### src/rtl/mod107_residue_accumulator.sv
`default_nettype none
// +--------------------------------------------------------------------------+
// | Module      : mod107_residue_accumulator                                 |
// | Description : Serial mod-107 accumulator for per-chunk LUT residues.     |
// |               Sums one residue per accepted beat with a single           |
// |               conditional subtract. It drives the chunk index upstream   |
// |               and returns the result over a valid/ready handshake.       |
// |               Optional macro MOD107_RANGE_CHECK_EN enables a sticky      |
// |               err flag for input residues >= 107.                        |
// | Revision    : 1.0  initial release                                       |
// +--------------------------------------------------------------------------+
module mod107_residue_accumulator #(
  parameter int MOD      = 107,
  parameter int RW       = 7,
  parameter int N_CHUNKS = 50,
  parameter int IDX_W    = 6
) (
  input  logic             clk,
  input  logic             rst,
  input  logic             in_valid_i,
  output logic             in_ready_o,
  input  logic [RW-1:0]    in_res_i,
  input  logic             in_last_i,
  output logic [IDX_W-1:0] in_idx_o,
  output logic             out_valid_o,
  input  logic             out_ready_i,
  output logic [RW-1:0]    out_res_o,
  output logic [IDX_W-1:0] out_count_o,
  output logic             err_o
);

  localparam logic [RW:0]    C_MOD      = (RW+1)'(MOD);
  localparam logic [IDX_W-1:0] C_LAST_IDX = IDX_W'(N_CHUNKS - 1);
  localparam logic [IDX_W-1:0] C_IDX_ONE  = IDX_W'(1);

  typedef enum logic [0:0] {
    ACC  = 1'b0,
    HOLD = 1'b1
  } state_t;

  state_t           state_q;
  logic [RW-1:0]    acc_q;
  logic [IDX_W-1:0] idx_q;
  logic             out_valid_q;
  logic [RW-1:0]    out_res_q;
  logic [IDX_W-1:0] out_count_q;

  logic [RW:0]      sum_w;
  logic [RW-1:0]    acc_d;
  logic             accept_w;
  logic             term_w;
  logic             handshake_w;

  // Reduce the 8-bit sum with exactly one conditional subtract; out-of-range
  // inputs are not clamped, so the stored value may exceed MOD-1.
  always_comb begin
    sum_w = {1'b0, acc_q} + {1'b0, in_res_i};
    if (sum_w >= C_MOD) begin
      acc_d = RW'(sum_w - C_MOD);
    end else begin
      acc_d = sum_w[RW-1:0];
    end
  end

  assign accept_w    = in_valid_i && (state_q == ACC);
  assign term_w      = in_last_i || (idx_q == C_LAST_IDX);
  assign handshake_w = (state_q == HOLD) && out_ready_i;

  // Main control: accumulate in ACC, present and hold the result in HOLD.
  always_ff @(posedge clk) begin
    if (rst) begin
      state_q     <= ACC;
      acc_q       <= '0;
      idx_q       <= '0;
      out_valid_q <= 1'b0;
      out_res_q   <= '0;
      out_count_q <= '0;
    end else begin
      case (state_q)
        ACC: begin
          if (accept_w) begin
            idx_q <= idx_q + C_IDX_ONE;
            if (term_w) begin
              out_res_q   <= acc_d;
              out_count_q <= idx_q + C_IDX_ONE;
              out_valid_q <= 1'b1;
              acc_q       <= '0;
              state_q     <= HOLD;
            end else begin
              acc_q <= acc_d;
            end
          end
        end
        HOLD: begin
          if (out_ready_i) begin
            out_valid_q <= 1'b0;
            acc_q       <= '0;
            idx_q       <= '0;
            state_q     <= ACC;
          end
        end
        default: begin
          state_q <= ACC;
        end
      endcase
    end
  end

`ifdef MOD107_RANGE_CHECK_EN
  logic err_q;
  logic bad_w;

  assign bad_w = ({1'b0, in_res_i} >= C_MOD);

  // Sticky range flag for the current operand, cleared with the result.
  always_ff @(posedge clk) begin
    if (rst) begin
      err_q <= 1'b0;
    end else if (handshake_w) begin
      err_q <= 1'b0;
    end else if (accept_w && bad_w) begin
      err_q <= 1'b1;
    end
  end

  assign err_o = err_q;
`else
  logic unused_hs_w;
  assign unused_hs_w = handshake_w;
  assign err_o       = 1'b0;
`endif

  assign in_ready_o  = (state_q == ACC);
  assign in_idx_o    = idx_q;
  assign out_valid_o = out_valid_q;
  assign out_res_o   = out_res_q;
  assign out_count_o = out_count_q;

endmodule
`default_nettype wire
### config.mk
export PLATFORM = sky130hd
export DESIGN_NAME = mod107_residue_accumulator
export DESIGN_NICKNAME = d
export VERILOG_FILES = /design/src/rtl/mod107_residue_accumulator.sv
export SDC_FILE = /design/constraint.sdc
export NUM_CORES = 1
export LEC_CHECK = 0
export ABC_AREA = 1
export CAP_MARGIN = 10
export CORE_UTILIZATION = 51
export DETAILED_ROUTE_END_ITERATION = 7
export GPL_TIMING_DRIVEN = 0
export PLACE_DENSITY = 0.88
export SYNTH_ARGS = -nofsm -noshare
export SYNTH_HDL_FRONTEND = slang
export SYNTH_SLANG_ARGS = --single-unit
### constraint.sdc
create_clock -name clk -period 3 [get_ports clk]
set_input_delay 0.6 -clock clk [delete_from_list [all_inputs] [get_ports clk]]
set_output_delay 0.6 -clock clk [all_outputs]
set_load 0.01 [all_outputs]
# After elaboration in Yosys (flattened, before gate mapping)
# Cells that the tools add are included.
word_totals:
  output_inout_bits: 22
  register_bits: 28
op_classes:
  n_lt_le_gt_ge: 1
  bitwise: 1
  reduce_logical: 5
  eq_ne: 4
  addsub: 3
  n_mux: 16
ops:
  columns: ["op", "count"]
  rows:
  - ["$mux W7", 4]
  - ["$pmux W7 S2", 1]
  - ["$mux W6", 2]
  - ["$pmux W6 S2", 1]
  - ["$add A7 B7 Y8", 1]
  - ["$ge A8 B7 Y1 const B", 1]
  - ["$sub A7 B7 Y7 const B", 1]
  - ["$add A6 B1 Y6 const B", 1]
  - ["$eq A6 B6 Y1 const B", 1]
  - ["$mux W1", 6]
  - ["$reduce_and A3 Y1", 2]
  - ["$ne A2 B1 Y1 const B", 2]
  - ["$pmux W1 S2", 2]
  - ["$ne A2 B2 Y1 const B", 1]
  - ["$reduce_and A2 Y1", 1]
  - ["$logic_and A1 B1 Y1", 1]
  - ["$logic_or A1 B1 Y1", 1]
  - ["$not A1 Y1", 1]

# Depth between registers and ports, before layout
logic_depth:
  word_depth: 6
  depth_mapped: 15
  depth_no_buf: 15

# Least setup slack after synthesis
# No wires, ideal clock.
synth_path:
  kind: "input port to flip-flop"
  startpoint: "input in_res_i[0]"
  endpoint: "register out_res_q[3] (netlist: out_res_o[3])"
  path_buffers: 0
  setup_slack_ps: 693
  path_stages: 13
  required_time_ps: 2887
  t_arrival_ps: 2194
  path_cell_list: "ha_1 > fa_1 > ha_1 > inv_1 > nand2_2 > nand3_2 > nand2_4 > nand3_4 > nand2_4 > nand2_1 > nand2_1 > o21ai_1 > inv_1"
synth_via:
  elab_chain_cells: 3
synth_lines:
  columns: ["item", "line_no", "text"]
  rows:
  - ["start: declaration", "22", "input logic [RW-1:0] in_res_i,"]
  - ["$add A7 B7 Y8 *", "57", "sum_w = {1'b0, acc_q} + {1'b0, in_res_i};"]
  - ["$sub A7 B7 Y7 / $ge A8 B7 Y1 (equally long branches)", "59, 58", null]
  - ["$mux W7 *", "58", "if (sum_w >= C_MOD) begin"]
  - ["end signal: assignment", "76", "out_res_q <= '0;"]
  - ["end signal: assignment", "84", "out_res_q <= acc_d;"]
  - ["end: declaration", "45", "logic [RW-1:0] out_res_q;"]
# Mark *: on every way between the ends. The rest lies on a longest branch, timed or not.
# A chain may end at the register's enable or synchronous reset.

# Final worst setup path
layout_path:
  startpoint: "input in_res_i[0]"
  endpoint: "register acc_q[3]"
layout_via:
  elab_chain_cells: 6
layout_lines:
  columns: ["item", "line_no", "text"]
  rows:
  - ["$add A7 B7 Y8 *", "57", null]
  - ["$sub A7 B7 Y7 / $ge A8 B7 Y1 (equally long branches)", "59, 58", null]
  - ["$mux W7 *", "58", null]
  - ["$mux W7 *", "83", "if (term_w) begin"]
  - ["$mux W7 *", "81", "if (accept_w) begin"]
  - ["$pmux W7 S2 *", "79", "case (state_q)"]
  - ["end signal: assignment", "87", "acc_q <= '0;"]
  - ["end signal: assignment", "90", "acc_q <= acc_d;"]
  - ["end signal: assignment", "97", "acc_q <= '0;"]
  - ["end: declaration", "42", "logic [RW-1:0] acc_q;"]
# Mark *: on every way between the ends. The rest lies on a longest branch, timed or not. The select of a mux whose other input is x is not followed.

==> results.json <==
{
  "synthesis.area_sq_um": 1740,
  "holdCritStartpoint": "out_valid_o",
  "overflow": 0,
  "grtUsageTotal_pct": 23.3,
  "finalClockSkew_ns": 0.00198,
  "hold_viol": 0,
  "finalWeightedCongestion": 0.803,
  "synth_flop_cell": "dfxtp_1",
  "final.setup.tns_ns": 0,
  "swShare_pct": 35.3,
  "die_h_um": 60.4,
  "grt_pass1_vias": 1512,
  "postCtsResizedCells": 0,
  "p_leak_nw": 0.998,
  "worst_pin_slew_ns": 0.518,
  "synth_edf_count": 0,
  "rrSetupSlack_ns": 0.79,
  "start_util_pct": 55.2,
  "synth_common_cells": "nand2_1, inv_1, dfxtp_1",
  "stdcell_area_sq_um": 2130,
  "min_period_over_period_pct": 86.0,
  "drt-initial-drc-count": 109,
  "wl_per_cell_um": 11.4,
  "synth_most_common_cell": "nand2_1",
  "rsz0062_at_grt": "no",
  "n_antenna_cell": 0,
  "syn_to_final_growth_pct": 22.3,
  "fmax_mhz": 388,
  "ys_seq_area_share_pct": 32.2,
  "required_ns": 3.26,
  "drc": 0,
  "worstSetupEndpointType": "register",
  "clock_path_buffers": 2,
  "post-dp-hpwl_um": 2980,
  "synth.area.mux_share_pct": 0,
  "crit_arrival_ns": 2.84,
  "r2r-start": "acc_q[0]",
  "timing.rr.end": "acc_q[3]",
  "p_switching_mw": 0.311,
  "die_w_um": 60.4,
  "slew_viol_final": 0,
  "synthAdderAreaFrac_pct": 8.34,
  "antenna_found_initial": 0,
  "drtAntennaViolNets": 0,
  "dr.pass1.iters": 4,
  "cts_tree": "done",
  "synth_compound_area_share_pct": 12.3,
  "yosysUniqueCellTypes": 33,
  "async_flop_share_pct": 0,
  "drive_above_1_share_pct": 9.86,
  "synth_cells": 250,
  "rr_worst_depth": 13,
  "io_pins": 34,
  "die_area_sq_um": 3650,
  "setup_violations": 0,
  "cts_setup_buffers": 0,
  "yosys_register_bits": 28,
  "clock_sinks": 28,
  "hold_end": "out_valid_o",
  "power.density_nw_per_um2": 415,
  "p_int_mw": 0.572,
  "root_buffer": "clkbuf_4",
  "setup.worst_path.class": "input port to register",
  "yosysTopAreaCell": "dfxtp_1",
  "yosys_warnings": 0,
  "hold_ws_ns": 0.479,
  "relSlewSlack_pct": 65.4,
  "place_inst": 325,
  "clkTransAtPathRegs_ns": 0.13,
  "num_rows": 20,
  "num_vias": 1661,
  "cts-buffers-inserted": 3,
  "totalWireLength_um": 3740,
  "status": "finished clean",
  "synth_top_area_share_pct": 32.2,
  "power_frac_comb_pct": 36.6,
  "syn_nets": 273,
  "final_cell_count_no_fill": 328,
  "avgViaCountPerCell": 5.06,
  "ir_worst_vdd_v": 0.000299,
  "htreeDepth": 1,
  "clockPowerShare_pct": 17.0,
  "cts_hold_buffers": 0,
  "whs_path_depth": 2,
  "period_needed_ns": 2.58,
  "p_seq_share_pct": 46.5,
  "placed_area_sq_um": 2110,
  "crit_path_start_kind": "input port",
  "synthSimpleGateAreaFrac_pct": 34.5,
  "layout.nets": 309,
  "grt_pass1_wl_um": 6470,
  "hp-class": "register to register",
  "core_area_sq_um": 3150,
  "syn_area_per_cell_sq_um": 6.96,
  "drv_cap": 0,
  "grt_max_degree": 15,
  "synth_top_family_by_area": "simple AND/OR/NAND/NOR gates",
  "synthXorXnorAreaFrac_pct": 3.02,
  "io_buffers": 31,
  "clk_latency_ns": 0.32,
  "crit_path_max_fanout": 9,
  "ys_top_cells_by_area": "dfxtp_1, nand2_1, ha_1"
}
[area by class of cell]
cell class / count / area (sq um)
Inverter: 35 / 131
Fill cell: 294 / 1020
Buffer: 7 / 32.5
Tap cell: 44 / 55.1
Multi-Input combinational cell: 180 / 1020
Sequential cell: 28 / 561
Clock buffer: 3 / 22.5
Timing Repair Buffer: 31 / 310
[per-stage QoR]
stage / power, mW / utilization, % / setup slack (ns)
finish: 0.883 / 67.5 / 0.421
CTS: 0.888 / 67.5 / 0.430
global placement: 0.729 / 66.8 / 0.120
floorplan: 0.644 / - / 0.693
detailed placement: 0.740 / 66.8 / 0.0643
global route: 0.951 / 67.5 / 0.311
[state kept, by name, indices dropped and copies added (netlist names)]
register / flops
acc_q: 7
in_idx_o: 6
out_count_o: 6
out_res_o: 7
out_valid_o: 1
state_q: 1
[worst max-delay path, cell delays in order]
cell	delay (ns)
clkdlybuf4s50_1	0.41
ha_1	0.24
fa_1	0.52
ha_1	0.15
inv_1	0.06
nand2_2	0.08
nand3_2	0.09
nand2_4	0.09
nand3_4	0.14
nand2_4	0.12
nand2_1	0.05
nand2_1	0.09
nand2_1	0.06
a21oi_1	0.14
[kinds of logic after synthesis]
| kind of cell | count (synthesis) |
|---|---|
| other | 1 |
| xor gates and xnor gates | 6 |
| and+or+nand+nor | 126 |
| AOI/OAI and AO/OA | 36 |
| buffers and inverters | 42 |
| adders and majority gates | 11 |
| DFF | 28 |
[per-layer routing]
metal | track usage, % | share of wire [%] | routed length (um)
met3 | 4.69 | 4.5 | 168
met2 | 38.3 | 47 | 1770
met1 | 30.9 | 47 | 1750
met4 | 7.47 | 1.4 | 52
met5 | 0 | 0 | 0
[power by group through the flow]
| stage | combinational, mW | sequential (mW) | clock (mW) |
|---|---|---|---|
| 4_1_cts | 0.322 | 0.411 | 0.156 |
| 5_1_grt | 0.363 | 0.414 | 0.175 |
| 6_report | 0.323 | 0.410 | 0.150 |
| 2_1_floorplan | 0.222 | 0.422 | 0 |
| 3_5_place_dp | 0.320 | 0.419 | 0 |
| 3_3_place_gp | 0.311 | 0.418 | 0 |
[worst max path at each step]
stage                 from           end  slack [ns]  depth (start not counted)
5_1_grt        in_res_i[0]  out_res_o[2]        0.31                         14
6_report       in_res_i[0]      acc_q[3]        0.42                         14
3_3_place_gp   in_res_i[0]  out_res_o[0]        0.12                         15
3_5_place_dp   in_res_i[0]  out_res_o[0]        0.06                         15
4_1_cts        in_res_i[0]  out_res_o[0]        0.43                         15
2_1_floorplan  in_res_i[0]  out_res_o[3]        0.69                         13
[placed cells by master, fill, tap and decap left out]
master,instances
nand2_1,61
inv_1,32
clkdlybuf4s50_1,31
dfxtp_1,28
nor2_1,22
nand3_1,22
a21oi_1,19
ha_1,10
nand2_2,8
nand2_4,4
clkbuf_1,4
xor2_1,4
o21ai_0,4
o21ai_1,4
a211oi_1,3
clkbuf_4,3
clkinv_1,2
nand3_4,2
a21oi_2,2
or2_2,2
buf_2,2
xnor2_1,2
inv_2,1
a21boi_4,1
nand3_2,1
o21bai_1,1
or2_1,1
a31oi_1,1
nor2_2,1
nand3b_1,1
and2_1,1
o22ai_1,1
fa_1,1
buf_4,1
conb_1,1
Note: power is estimated with default switching activity, not from simulation.
